<file path="src/rtl/hazard_pkg.sv">
// Shared types and helpers for the pipeline hazard sequencer.
// Holds the FSM state encoding, per-cycle action encoding and the saturating counter step.
package hazard_pkg;

  typedef enum logic [1:0] {
    RUN,
    STALL,
    FREEZE
  } hazard_state_t;

  // One action is chosen per cycle; it drives both the outputs and the next-state update.
  typedef enum logic [2:0] {
    ACT_FREEZE,
    ACT_BRANCH,
    ACT_STALL,
    ACT_JUMP,
    ACT_LOAD_USE,
    ACT_NONE
  } hazard_action_t;

  localparam logic [4:0] REG_ZERO = 5'd0;

  // Increment that sticks at the all-ones value of a counter 'width' bits wide (width <= 32).
  function automatic logic [31:0] sat_inc(input logic [31:0] value, input int unsigned width);
    logic [31:0] max_val;
    max_val = (width >= 32) ? 32'hFFFF_FFFF : ((32'd1 << width) - 32'd1);
    return (value >= max_val) ? value : value + 32'd1;
  endfunction

endpackage

</file>
<file path="src/rtl/load_use_detect.sv">
// Combinational load-use comparator: the load in EX writes a register the ID instruction reads.
module load_use_detect
  import hazard_pkg::*;
(
  input  logic [4:0] id_rs,
  input  logic [4:0] id_rt,
  input  logic       id_uses_rs,
  input  logic       id_uses_rt,
  input  logic [4:0] ex_rt,
  input  logic       ex_mem_read,
  output logic       load_use
);

  logic rs_match;
  logic rt_match;

  assign rs_match = id_uses_rs && (ex_rt == id_rs);
  assign rt_match = id_uses_rt && (ex_rt == id_rt);

  // Register zero is hardwired, so a load targeting it never creates a dependency.
  assign load_use = ex_mem_read && (ex_rt != REG_ZERO) && (rs_match || rt_match);

endmodule

</file>
<file path="src/rtl/hazard_controller.sv">
// Hazard sequencer for the 5-stage core: load-use bubbles, branch/jump squash, memory-wait freeze.
// Control outputs are combinational from state and inputs; counters are registered and saturate.
module hazard_controller
  import hazard_pkg::*;
#(
  parameter int LOAD_USE_STALLS = 1,
  parameter int CNT_W           = 16
) (
  input  logic             clk,
  input  logic             rst,
  input  logic [4:0]       id_rs,
  input  logic [4:0]       id_rt,
  input  logic             id_uses_rs,
  input  logic             id_uses_rt,
  input  logic [4:0]       ex_rt,
  input  logic             ex_mem_read,
  input  logic             ex_branch_taken,
  input  logic             id_jump,
  input  logic             mem_busy,
  output logic             pc_write,
  output logic             ifid_write,
  output logic             ifid_flush,
  output logic             hazard_source,
  output logic             pipe_hold,
  output logic [CNT_W-1:0] stall_cnt,
  output logic [CNT_W-1:0] flush_cnt,
  output logic [CNT_W-1:0] freeze_cnt
);

  localparam logic [2:0] STALL_RELOAD = 3'(LOAD_USE_STALLS - 1);

  hazard_state_t  state;
  hazard_state_t  resume_state;
  hazard_state_t  eval_state;
  hazard_action_t action;
  logic [2:0]     stall_left;
  logic           pend_flush;
  logic           load_use;
  logic           branch;

  load_use_detect u_load_use_detect (
    .id_rs       (id_rs),
    .id_rt       (id_rt),
    .id_uses_rs  (id_uses_rs),
    .id_uses_rt  (id_uses_rt),
    .ex_rt       (ex_rt),
    .ex_mem_read (ex_mem_read),
    .load_use    (load_use)
  );

  // Leaving a freeze, the cycle behaves as whichever state was interrupted.
  assign eval_state = (state == FREEZE) ? resume_state : state;
  assign branch     = ex_branch_taken || pend_flush;

  always_comb begin
    action = ACT_NONE;
    if (mem_busy) begin
      action = ACT_FREEZE;
    end else if (branch) begin
      action = ACT_BRANCH;
    end else if (eval_state == STALL) begin
      action = ACT_STALL;
    end else if (id_jump) begin
      action = ACT_JUMP;
    end else if (load_use) begin
      action = ACT_LOAD_USE;
    end
  end

  always_comb begin
    pc_write      = 1'b1;
    ifid_write    = 1'b1;
    ifid_flush    = 1'b0;
    hazard_source = 1'b0;
    pipe_hold     = 1'b0;
    if (rst) begin
      pc_write      = 1'b0;
      ifid_write    = 1'b0;
      hazard_source = 1'b1;
      pipe_hold     = 1'b1;
    end else begin
      case (action)
        ACT_FREEZE: begin
          pc_write   = 1'b0;
          ifid_write = 1'b0;
          pipe_hold  = 1'b1;
        end
        ACT_BRANCH: begin
          ifid_flush    = 1'b1;
          hazard_source = 1'b1;
        end
        ACT_JUMP: begin
          ifid_flush = 1'b1;
        end
        ACT_STALL, ACT_LOAD_USE: begin
          pc_write      = 1'b0;
          ifid_write    = 1'b0;
          hazard_source = 1'b1;
        end
        default: begin
        end
      endcase
    end
  end

  // FSM, bubble down-counter, deferred branch flag and event counters.
  always_ff @(posedge clk or posedge rst) begin
    if (rst) begin
      state        <= RUN;
      resume_state <= RUN;
      stall_left   <= 3'd0;
      pend_flush   <= 1'b0;
      stall_cnt    <= '0;
      flush_cnt    <= '0;
      freeze_cnt   <= '0;
    end else begin
      case (action)
        ACT_FREEZE: begin
          if (state != FREEZE) begin
            resume_state <= state;
          end
          state      <= FREEZE;
          pend_flush <= pend_flush || ex_branch_taken;
          freeze_cnt <= CNT_W'(sat_inc(32'(freeze_cnt), CNT_W));
        end
        ACT_BRANCH: begin
          state      <= RUN;
          pend_flush <= 1'b0;
          stall_left <= 3'd0;
          flush_cnt  <= CNT_W'(sat_inc(32'(flush_cnt), CNT_W));
        end
        ACT_STALL: begin
          stall_cnt <= CNT_W'(sat_inc(32'(stall_cnt), CNT_W));
          if (stall_left <= 3'd1) begin
            state      <= RUN;
            stall_left <= 3'd0;
          end else begin
            state      <= STALL;
            stall_left <= stall_left - 3'd1;
          end
        end
        ACT_JUMP: begin
          state     <= RUN;
          flush_cnt <= CNT_W'(sat_inc(32'(flush_cnt), CNT_W));
        end
        ACT_LOAD_USE: begin
          stall_cnt <= CNT_W'(sat_inc(32'(stall_cnt), CNT_W));
          if (LOAD_USE_STALLS == 1) begin
            state <= RUN;
          end else begin
            state      <= STALL;
            stall_left <= STALL_RELOAD;
          end
        end
        default: begin
          state <= RUN;
        end
      endcase
    end
  end

endmodule

</file>
<file path="config.mk">
export PLATFORM = sky130hd
export DESIGN_NAME = hazard_controller
export DESIGN_NICKNAME = d
export VERILOG_FILES = /design/src/rtl/hazard_pkg.sv /design/src/rtl/load_use_detect.sv /design/src/rtl/hazard_controller.sv
export SDC_FILE = /design/constraint.sdc
export NUM_CORES = 1
export LEC_CHECK = 0
export BUFFER_PORTS_ARGS = -buffer_cell sky130_fd_sc_hd__buf_2
export CAP_MARGIN = 20
export CELL_PAD_IN_SITES_DETAIL_PLACEMENT = 1
export CELL_PAD_IN_SITES_GLOBAL_PLACEMENT = 2
export CORE_ASPECT_RATIO = 0.7
export CORE_MARGIN = 2
export CORE_UTILIZATION = 33
export DETAILED_ROUTE_END_ITERATION = 12
export GPL_TIMING_DRIVEN = 0
export HOLD_SLACK_MARGIN = 0.06
export PLACE_DENSITY = 0.77
export SLEW_MARGIN = 20
export SYNTH_ARGS = -nofsm -noshare
export SYNTH_HDL_FRONTEND = slang
export SYNTH_HIERARCHICAL = 1
export SYNTH_SLANG_ARGS = --single-unit
</file>
<file path="constraint.sdc">
create_clock -name clk -period 2.4 [get_ports clk]
set_input_delay 0.36 -clock clk [delete_from_list [all_inputs] [get_ports clk]]
set_output_delay 0.36 -clock clk [all_outputs]
set_load 0.005 [all_outputs]
</file>
==> impl_table.tex, run 1 <==
\begin{tabular}{lr}
\hline
Metric & Value \\
\hline
\multicolumn{2}{l}{\textbf{Die}} \\
Initial Util & 0.344 \\
Core area & 8550 sq um \\
Total Die Area & $\sim$9700 sq um \\
Die height & 83.0 microns \\
Standard-cell rows & 28 \\
Die X & 117 microns \\
Number of placed I/O pins & 76 \\
\multicolumn{2}{l}{\textbf{Cells and area}} \\
Post-route cell area & about 3700 sq um \\
Number of nets in the final layout & a little under 400 \\
Area delta synth->final & 24.6\% \\
Share of final-layout standard cells stronger than drive strength 1 & 0.289 \\
Number of diodes added for antenna fixing & 0 \\
Final cell utilization of the core & 0.429 \\
\multicolumn{2}{l}{\textbf{Min path}} \\
Class of the tightest hold or removal check & in2reg \\
\multicolumn{2}{l}{\textbf{GRT}} \\
Most heavily used metal layer in global routing & met2 \\
Number of antenna violations at the first check in global routing & 0 \\
All-layer global routing usage & 0.155 \\
First-pass GRT wire length & around 12000 microns \\
Leftover overflow at the end of global routing & 0 \\
Global routing usage on met1 & 0.221 \\
Largest net degree at the start of global routing & 56 \\
GR Util met3 & 0.0343 \\
Vias in the first global route & approximately 2500 \\
GR Util met2 & 0.235 \\
\multicolumn{2}{l}{\textbf{Route}} \\
Via count of the routed design & $\sim$2400 \\
Average routed wire per standard cell & 14.9 microns \\
Mean number of vias per cell & around 5 \\
Iter 0 DRT Violations & a little under 90 \\
Count of unresolved DRC violations after routing & 0 \\
Wirelength, routed & slightly above 7000 microns \\
Number of detailed-routing iterations run before antenna repair & 4 \\
Antenna viol nets, final & 0 \\
\multicolumn{2}{l}{\textbf{Worst setup path}} \\
Number of buffer and inverter instances along the worst setup path & 3 \\
Data arrival time of the worst path & 1.86 ns \\
Crit Path Category & in2out \\
Maximum fanout encountered on the critical timing path & 3 \\
Startpoint type of the worst setup path & input pin \\
Worst path cell trace & buf\_2 -> or4\_1 -> o21ai\_1 -> a21oi\_1 -> nand2b\_1 -> nand2\_1 -> a21oi\_2 -> buf\_4 -> buf\_2 \\
Slowest stage delay, CP & a little over 0.5 ns \\
Critical path's most frequent cell & sky130\_fd\_sc\_hd\_\_buf\_2 \\
Largest delay share family, worst path & simple AND/OR/NAND/NOR gates \\
Cell at the slowest stage of the critical path & sky130\_fd\_sc\_hd\_\_or4\_1 \\
Crit path capture type & output pin \\
Critical path required time & $\sim$2.0 ns \\
\multicolumn{2}{l}{\textbf{Logic synthesis}} \\
Synthesized instance count & approximately 280 \\
Post-synthesis cell area & between 2000 and 3000 sq um \\
Number of flops mapped to enable cells by yosys & 0 \\
Syn avg cell area & between 10 and 15 sq um \\
Post-synth top flop & sky130\_fd\_sc\_hd\_\_dfrtp\_1 \\
Synthesis-stage register bit count & 56 \\
Async SR Flop Fraction & 1.00 \\
Nets in the synthesized netlist & 307 \\
Distinct cell type count of the synthesized netlist & 50 \\
Yosys warnings & 6 \\
Share of the yosys chip area belonging to registers & 0.477 \\
\multicolumn{2}{l}{\textbf{Timing}} \\
Measured slew at the worst slew-check pin & slightly above 0.5 ns \\
Final cycle utilization of the critical path & 0.924 \\
Worst setup skew after layout & between 0.009 and 0.01 ns \\
Fin worst setup slack & between 0.15 and 0.2 ns \\
Total negative slack for setup checks & 0 ns \\
Relative max-transition margin & 0.660 \\
Max-slew violation count & 0 \\
Number of setup violations in the final report & 0 \\
Period minus WS final & between 2 and 2.5 ns \\
Hold violation count in the final report & 0 \\
Upper clock frequency limit & 451 MHz \\
RSZ-0062 raised after global routing & false \\
\multicolumn{2}{l}{\textbf{Place}} \\
Gp weighted congestion & slightly above 0.7 \\
Worst slack, placed & between 0.07 and 0.08 ns \\
Count of buffers inserted at the top-level ports & 74 \\
Area post-placement & roughly 3500 sq um \\
HPWL after DPL & 5450 microns \\
\multicolumn{2}{l}{\textbf{CTS}} \\
Number of buffers created by CTS & 5 \\
Clock tree from TritonCTS & done \\
Maximum clock path buffer count & 2 \\
H-tree lvl count & 2 \\
Root Driver & sky130\_fd\_sc\_hd\_\_clkbuf\_16 \\
Total number of clock tree sinks & 56 \\
Clk\_lat worst skew & roughly 0.30 ns \\
Clk slew on worst S/H paths & around 0.07 ns \\
\multicolumn{2}{l}{\textbf{Outcome}} \\
Status & complete, no violations \\
\multicolumn{2}{l}{\textbf{Power}} \\
PwrDens & about 670 nW/um\^{}2 \\
Largest vdd supply drop & 0.431 mV \\
Static leakage & 0.00177 uW \\
\multicolumn{2}{l}{\textbf{Run}} \\
Max-cap violations & 0 \\
\hline
\end{tabular}
==> synthesized netlist by cell type, types with 3 or more instances <==
cell	instances	area, sq um
sky130_fd_sc_hd__a21oi_1	12	60.1
sky130_fd_sc_hd__and3_1	10	62.6
sky130_fd_sc_hd__and4_1	6	52.6
sky130_fd_sc_hd__dfrtp_1	56	1400
sky130_fd_sc_hd__ha_1	5	62.6
sky130_fd_sc_hd__inv_1	7	26.3
sky130_fd_sc_hd__mux2_1	4	45.0
sky130_fd_sc_hd__nand2_1	30	113
sky130_fd_sc_hd__nand3_1	16	80.1
sky130_fd_sc_hd__nand4_1	12	75.1
sky130_fd_sc_hd__nor2_1	15	56.3
sky130_fd_sc_hd__nor2b_1	3	18.8
sky130_fd_sc_hd__nor3_1	10	50.1
sky130_fd_sc_hd__nor4_1	4	25.0
sky130_fd_sc_hd__o21ai_0	4	20.0
sky130_fd_sc_hd__xnor2_1	24	210
sky130_fd_sc_hd__xor2_1	23	201
==> kinds of logic (layout without fill, tap and decap cells) <==
kind of cell | Yosys count | in the layout | share of synthesized area
muxes | 5 | 5 | 0.0192
xor gates and xnor gates | 47 | 47 | 0.140
buffers and inverters | 11 | 95 | 0.0179
DFF | 56 | 56 | 0.477
adders and majority gates | 5 | 5 | 0.0213
and+or+nand+nor | 125 | 125 | 0.246
AOI/OAI and AO/OA | 30 | 30 | 0.0788
==> timing repair <==
action	in CTS	in global routing
hold buffers	1	0
endpoints found under the hold margin	1	0
buffers inserted	0	0
resized for setup	0	2
endpoints found under the setup margin	0	1
==> worst reg2reg max path, delay by kind of cell, from the launching register on <==
kind	cells	cell delay [ns]
multiplexers	1	0.33
flip-flops	1	0.41
adder cells (fa/ha/maj)	1	0.28
AND/OR/NAND/NOR	4	0.78
==> through the flow <==
| step | power [uW] | hold WS [ns] | std cells |
|---|---|---|---|
| floorplan | 1470 | 0.445 | 279 |
| global placement | 1680 | 0.473 | 473 |
| detailed placement | 1720 | 0.240 | 474 |
| CTS | 2510 | 0.298 | 483 |
| global route | 2620 | 0.303 | 483 |
| finish | 2460 | 0.302 | 483 |
==> metal layers <==
metal / wire (microns) / vias up
met2: 3320 / 37
met4: 99 / 0
met3: 259 / 9
li1: - / 1151
met1: 3540 / 1181
met5: 0 / -
==> registers in the layout, indices dropped and copies added, names as in the netlist <==
name / cells
state: 2
stall_cnt: 16
flush_cnt: 16
pend_flush: 1
freeze_cnt: 16
resume_state: 2
stall_left: 3
==> power breakdown <==
part	switching, uW	leakage [uW]	internal (uW)
registers	162	0.000742	1060
logic	233	0.000961	237
clock network	350	0.0000691	416
total	745	0.00177	1720
==> final cells by class <==
cell class              count  area (sq um)
inverters                   7          28.8
well taps                 120           150
repair buffers             76           408
flip-flops and latches     56          1400
multi-input cells         212          1500
plain buffers               4          26.3
clock buffers               6           139
clock inverters             2          15.0
fillers                  1000          4880
==> placed cells by master (no fill, tap or decap), drive strengths merged, types with 2 or more instances in the layout <==
cell and instances:
a21boi 2, a21oi 12, a31oi 3, and3 10
and4 6, buf 77, clkbuf 8, clkinvlp 2
dfrtp 56, ha 5, inv 7, mux2 5
nand2 30, nand2b 2, nand3 18, nand4 12
nor2 15, nor2b 3, nor3 13, nor4 6
o21ai 5, or2 2, xnor2 24, xor2 23
==> worst paths after layout <==
check	startpoint	end	slack, ns	cells past startpoint
worst max-delay path	ex_rt[0]	pc_write	0.18	9
worst min-delay path	mem_busy	state[1]	0.30	2
min in group asynchronous	rst	pend_flush	0.49	3
worst min register to register	stall_left[2]	stall_left[2]	0.50	1
worst max register to register	freeze_cnt[0]	freeze_cnt[1]	0.48	6
max in group asynchronous	rst	flush_cnt[9]	1.46	4
Power figures use the tool's default switching activity.
==> run 2: changes to the inputs <==
- BUFFER_PORTS_ARGS: -buffer_cell sky130_fd_sc_hd__buf_2 -> unset
- CORE_UTILIZATION: 33 -> 39
- DONT_BUFFER_PORTS: unset -> 1
- PLACE_DENSITY: 0.77 -> 0.75
==> run 2 against run 1 <==
  * Flip-flop and latch count unchanged
  * Utilization increased by 0.88 points
  * First-iteration DRC count is 25% lower
  * Cell count shrank 20%
  * Worst hold slack better by 0.0015 ns
  * Wire length fell by 13%
  * Sequential share of layout area grew 5.7 points
  * Combinational power decreased by 35%
  * Clock power decreased by 32%
  * Critical path depth down 4
  * Clock skew grew 0.0045 ns
  * Critical path type is now reg2out
  * Largest cell class unchanged
  * Largest power group unchanged
==> impl_table.tex, run 2 (synthesized netlist as in run 1, its figures left out) <==
\begin{tabular}{lr}
\hline
Metric & Value \\
\hline
\multicolumn{2}{l}{\textbf{Outcome}} \\
Status & complete, no violations \\
\multicolumn{2}{l}{\textbf{GRT}} \\
Largest net degree at the start of global routing & 47 \\
Vias in the first global route & $\sim$2200 \\
First-pass GRT wire length & between 10000 and 15000 microns \\
Number of antenna violations at the first check in global routing & 0 \\
All-layer global routing usage & 0.166 \\
Leftover overflow at the end of global routing & 0 \\
\multicolumn{2}{l}{\textbf{Timing}} \\
Number of setup violations in the final report & 0 \\
Fin worst setup slack & 0.249 ns \\
Measured slew at the worst slew-check pin & 0.460 ns \\
Max-slew violation count & 0 \\
RSZ-0062 raised after global routing & false \\
Final cycle utilization of the critical path & 0.896 \\
Period minus WS final & between 2 and 2.5 ns \\
Worst setup skew after layout & about 0.014 ns \\
Relative max-transition margin & 0.693 \\
Hold Slack & about 0.30 ns \\
Upper clock frequency limit & about 460 MHz \\
Hold violation count in the final report & 0 \\
Total negative slack for setup checks & 0 ns \\
\multicolumn{2}{l}{\textbf{Route}} \\
Number of detailed-routing iterations run before antenna repair & 4 \\
Iter 0 DRT Violations & between 60 and 70 \\
Count of unresolved DRC violations after routing & 0 \\
Wirelength, routed & 6270 microns \\
Mean number of vias per cell & approximately 5.4 \\
Antenna viol nets, final & 0 \\
Average routed wire per standard cell & 16.2 microns \\
Via count of the routed design & about 2100 \\
\multicolumn{2}{l}{\textbf{CTS}} \\
Root Driver & sky130\_fd\_sc\_hd\_\_clkbuf\_8 \\
Clk\_lat worst skew & roughly 0.31 ns \\
Post-CTS Hold Buffers & 1 \\
Total number of clock tree sinks & between 50 and 60 \\
Maximum clock path buffer count & 2 \\
Clock tree from TritonCTS & done \\
Clk slew on worst S/H paths & about 0.1 ns \\
H-tree lvl count & 2 \\
Number of buffers created by CTS & 5 \\
Number of cells upsized or downsized after cts & 0 \\
Setup Buffers After CTS & 0 \\
\multicolumn{2}{l}{\textbf{Cells and area}} \\
Leading cell type in the layout, fill and taps excluded & sky130\_fd\_sc\_hd\_\_dfrtp\_1 \\
Area delta synth->final & 8.43\% \\
Share of final-layout standard cells stronger than drive strength 1 & 0.0934 \\
Post-route cell area & 3190 sq um \\
Number of diodes added for antenna fixing & 0 \\
Registers with the most flip-flops & flush\_cnt (16), freeze\_cnt (16), stall\_cnt (16) \\
Most frequent cells in the layout & sky130\_fd\_sc\_hd\_\_dfrtp\_1 (56), sky130\_fd\_sc\_hd\_\_nand2\_1 (30), sky130\_fd\_sc\_hd\_\_xnor2\_1 (24) \\
Number of nets in the final layout & 316 \\
\multicolumn{2}{l}{\textbf{Die}} \\
Total Die Area & 8260 sq um \\
Initial Util & 0.403 \\
Core area & 7290 sq um \\
Die X & around 110 microns \\
Standard-cell rows & 26 \\
Number of placed I/O pins & between 70 and 80 \\
Die height & about 77 microns \\
\multicolumn{2}{l}{\textbf{Power}} \\
Clock network fraction of design power & 0.250 \\
Total power & 2070 uW \\
Switching portion of total power & 0.316 \\
Largest vdd supply drop & 0.343 mV \\
Sw power & between 600 and 700 uW \\
Int Pwr & roughly 1400 uW \\
Flop pwr share & 0.603 \\
Static leakage & approximately 0.0014 uW \\
Combinational power share & 0.148 \\
PwrDens & 651 nW/um\^{}2 \\
\multicolumn{2}{l}{\textbf{Run}} \\
Max-cap violations & 0 \\
\multicolumn{2}{l}{\textbf{Worst setup path}} \\
Data arrival time of the worst path & $\sim$1.8 ns \\
Crit path capture type & output pin \\
Cell at the slowest stage of the critical path & sky130\_fd\_sc\_hd\_\_dfrtp\_1 \\
Largest delay share family, worst path & simple AND/OR/NAND/NOR gates \\
Number of buffer and inverter instances along the worst setup path & 1 \\
Startpoint type of the worst setup path & flop \\
Crit Path Category & reg2out \\
Critical path required time & slightly above 2 ns \\
Maximum fanout encountered on the critical timing path & 5 \\
Worst path cell trace & nor4bb\_1 -> nor2\_1 -> nand2\_1 -> a21oi\_1 -> buf\_4 \\
Slowest stage delay, CP & roughly 0.42 ns \\
\multicolumn{2}{l}{\textbf{Place}} \\
Count of buffers inserted at the top-level ports & 0 \\
Area post-placement & $\sim$3100 sq um \\
Worst slack, placed & $\sim$0.16 ns \\
HPWL after DPL & between 4000 and 5000 microns \\
Gp weighted congestion & between 0.7 and 0.8 \\
\multicolumn{2}{l}{\textbf{Min path}} \\
Class of the tightest hold or removal check & in2reg \\
\hline
\end{tabular}
## run 2: changes by cell type in the layout (fill, tap and decap cells not counted), sizes merged
cell      change
clkinvlp      -2
clkbuf        +1
buf          -74
clkinv        +1
## run 2: metal layers
layer / GRT usage / part of all wire / wire length [microns]
met3: 0.0488 / 0.050 / 312
met4: 0.0449 / 0.0091 / 57
met1: 0.224 / 0.47 / 2980
met2: 0.260 / 0.47 / 2930
met5: 0 / 0 / 0
## run 2: per-stage QoR
| stage | std cells | util |
|---|---|---|
| 2_1_floorplan | 279 | - |
| 3_3_place_gp | 377 | 0.420 |
| 3_5_place_dp | 378 | 0.424 |
| 4_1_cts | 387 | 0.437 |
| 5_1_grt | 387 | 0.437 |
| 6_report | 387 | 0.437 |
## run 2: layout make-up
cell class / instances / area (sq um)
fill: 816 / 4100
multi-input combinational: 212 / 1490
sequential: 56 / 1400
tap: 98 / 123
clock buffer: 7 / 76.3
timing repair buffer: 2 / 37.5
inverter: 7 / 28.8
buffer: 4 / 26.3
clock inverter: 1 / 8.76
## run 2: path summary, 6_finish.rpt
path / start / to / slack, ns / cells after the start
worst max-delay path: resume_state[0] / pc_write / 0.25 / 5
worst min-delay path: mem_busy / state[1] / 0.30 / 2
worst max register to register: freeze_cnt[0] / freeze_cnt[1] / 0.50 / 6
worst min register to register: stall_left[2] / stall_left[2] / 0.50 / 1
max in group asynchronous: rst / freeze_cnt[2] / 1.50 / 3
min in group asynchronous: rst / freeze_cnt[3] / 0.44 / 2
## run 2: power by group through the flow
stage,Clock [uW],Combinational [uW],Sequential [uW]
global route,583,352,1280
CTS,541,316,1250
global placement,0,290,1270
detailed placement,0,311,1270
floorplan,0,252,1220
finish,518,307,1250
==> run 3: changes to the inputs <==
- CORE_MARGIN: 2 -> 8
==> run 3 against run 2 <==
  * Combinational power is essentially flat
  * Critical path depth is the same
  * Design area grew 0.12%
  * Global-route usage shrank 3.4 points
  * Sequential power is essentially flat
  * Clock skew is essentially flat
  * Largest cell class unchanged
  * Highest routed layer unchanged
==> impl_table.tex, run 3 (synthesized netlist as in run 1, its figures left out) <==
\begin{tabular}{lr}
\hline
Metric & Value \\
\hline
\multicolumn{2}{l}{\textbf{Route}} \\
Antenna viol nets, final & 0 \\
Count of unresolved DRC violations after routing & 0 \\
Number of detailed-routing iterations run before antenna repair & 4 \\
Iter 0 DRT Violations & between 70 and 80 \\
Via count of the routed design & about 2100 \\
Average routed wire per standard cell & approximately 17 microns \\
Wirelength, routed & between 6000 and 7000 microns \\
Mean number of vias per cell & between 5 and 6 \\
\multicolumn{2}{l}{\textbf{Die}} \\
Core area & roughly 7300 sq um \\
Initial Util & 0.403 \\
Total Die Area & 10600 sq um \\
Die X & between 100 and 150 microns \\
Standard-cell rows & 26 \\
Die height & between 80 and 90 microns \\
Number of placed I/O pins & 76 \\
\multicolumn{2}{l}{\textbf{CTS}} \\
Number of cells upsized or downsized after cts & 0 \\
Clock tree from TritonCTS & done \\
Clk slew on worst S/H paths & 0.09 ns \\
Clk\_lat worst skew & a little over 0.3 ns \\
Root Driver & sky130\_fd\_sc\_hd\_\_clkbuf\_8 \\
Setup Buffers After CTS & 0 \\
Maximum clock path buffer count & 2 \\
H-tree lvl count & 2 \\
Post-CTS Hold Buffers & 1 \\
Total number of clock tree sinks & 56 \\
Number of buffers created by CTS & 5 \\
\multicolumn{2}{l}{\textbf{Power}} \\
Total power & 2100 uW \\
Clock network fraction of design power & 0.258 \\
Static leakage & about 0.0014 uW \\
Sw power & 660 uW \\
Int Pwr & approximately 1400 uW \\
Switching portion of total power & 0.314 \\
Largest vdd supply drop & between 0.4 and 0.5 mV \\
Combinational power share & 0.146 \\
Flop pwr share & 0.596 \\
PwrDens & about 660 nW/um\^{}2 \\
\multicolumn{2}{l}{\textbf{Worst setup path}} \\
Crit path capture type & output pin \\
Critical path required time & between 2 and 2.5 ns \\
Crit Path Category & reg2out \\
Largest delay share family, worst path & simple AND/OR/NAND/NOR gates \\
Startpoint type of the worst setup path & flop \\
Data arrival time of the worst path & around 1.8 ns \\
Worst path cell trace & nor4bb\_1 -> nor2\_1 -> nand2\_1 -> a21oi\_1 -> buf\_4 \\
Number of buffer and inverter instances along the worst setup path & 1 \\
Cell at the slowest stage of the critical path & sky130\_fd\_sc\_hd\_\_nor4bb\_1 \\
Slowest stage delay, CP & between 0.4 and 0.5 ns \\
Maximum fanout encountered on the critical timing path & 6 \\
\multicolumn{2}{l}{\textbf{Cells and area}} \\
Most frequent cells in the layout & sky130\_fd\_sc\_hd\_\_dfrtp\_1 (56), sky130\_fd\_sc\_hd\_\_nand2\_1 (30), sky130\_fd\_sc\_hd\_\_xnor2\_1 (24) \\
Leading cell type in the layout, fill and taps excluded & sky130\_fd\_sc\_hd\_\_dfrtp\_1 \\
Post-route cell area & 3190 sq um \\
Number of nets in the final layout & 316 \\
Share of final-layout standard cells stronger than drive strength 1 & 0.100 \\
Fill cell count & 830 \\
Registers with the most flip-flops & flush\_cnt (16), freeze\_cnt (16), stall\_cnt (16) \\
Area delta synth->final & 8.56\% \\
Number of diodes added for antenna fixing & 0 \\
\multicolumn{2}{l}{\textbf{Timing}} \\
Total negative slack for setup checks & 0 ns \\
Upper clock frequency limit & 465 MHz \\
Number of setup violations in the final report & 0 \\
Relative max-transition margin & 0.695 \\
Worst setup skew after layout & roughly 0.014 ns \\
Max-slew violation count & 0 \\
RSZ-0062 raised after global routing & false \\
Measured slew at the worst slew-check pin & 0.454 ns \\
Final cycle utilization of the critical path & 0.896 \\
Hold violation count in the final report & 0 \\
Period minus WS final & $\sim$2.2 ns \\
\multicolumn{2}{l}{\textbf{GRT}} \\
Leftover overflow at the end of global routing & 0 \\
Number of antenna violations at the first check in global routing & 0 \\
All-layer global routing usage & 0.132 \\
Vias in the first global route & between 2000 and 2500 \\
First-pass GRT wire length & approximately 11000 microns \\
Largest net degree at the start of global routing & 33 \\
\multicolumn{2}{l}{\textbf{Min path}} \\
Class of the tightest hold or removal check & in2reg \\
\multicolumn{2}{l}{\textbf{Run}} \\
Max-cap violations & 0 \\
\multicolumn{2}{l}{\textbf{Place}} \\
Count of buffers inserted at the top-level ports & 0 \\
HPWL after DPL & around 5200 microns \\
Gp weighted congestion & $\sim$0.74 \\
Area post-placement & $\sim$3000 sq um \\
\multicolumn{2}{l}{\textbf{Outcome}} \\
Status & complete, no violations \\
\hline
\end{tabular}
run 3: changes by cell type in the layout (fill, tap and decap cells not counted), sizes merged:
cell / delta
inv: +1
clkbuf: -1
run 3: routing by layer:
| layer | GRT usage | vias to the layer above | routed length (microns) |
|---|---|---|---|
| met4 | 0.0271 | 0 | 23 |
| met5 | 0 | - | 0 |
| met3 | 0.0440 | 2 | 418 |
| li1 | - | 1005 | - |
| met1 | 0.162 | 1022 | 3090 |
| met2 | 0.224 | 37 | 3210 |
run 3: final cells by class:
class | instances | area, sq um | share of cell area
Timing Repair Buffer | 2 | 30.0 | 0.00941
Buffer | 4 | 26.3 | 0.00824
Tap cell | 98 | 123 | 0.0384
Multi-Input combinational cell | 212 | 1490 | 0.465
Sequential cell | 56 | 1400 | 0.439
Clock inverter | 2 | 13.8 | 0.00431
Clock buffer | 6 | 82.6 | 0.0259
Inverter | 7 | 28.8 | 0.00902
run 3: tightest hold or removal path, delay by kind of cell:
| kind | cells | cell delay, ns |
|---|---|---|
| AOI/OAI and AO/OA | 1 | 0.07 |
| and+or+nand+nor | 2 | 0.12 |
run 3: path summary, 6_finish.rpt:
check | slack [ns] | end | cells after the start | startpoint
worst max-delay path | 0.25 | pc_write | 5 | state[0]
worst min-delay path | 0.29 | stall_left[2] | 3 | ex_branch_taken
worst min register to register | 0.49 | stall_left[2] | 1 | stall_left[2]
max in group asynchronous | 1.42 | resume_state[1] | 3 | rst
worst max register to register | 0.52 | freeze_cnt[1] | 6 | freeze_cnt[0]
min in group asynchronous | 0.50 | stall_cnt[5] | 2 | rst
run 3: through the flow:
step                      cells  utilization  hold slack (ns)  setup WS (ns)
after floorplan             279            -            0.445          0.191
after global placement      377        0.420            0.480         -0.519
after detailed placement    378        0.423            0.231          0.234
after CTS                   387        0.438            0.288          0.227
after global routing        387        0.438            0.307         0.0619
final                       387        0.438            0.292          0.249
run 3: power by group through the flow:
stage / Combinational, uW / Sequential [uW] / Clock [uW]
2_1_floorplan: 252 / 1220 / 0
3_5_place_dp: 311 / 1280 / 0
6_report: 306 / 1260 / 543
4_1_cts: 316 / 1260 / 576
3_3_place_gp: 292 / 1280 / 0
5_1_grt: 350 / 1290 / 614
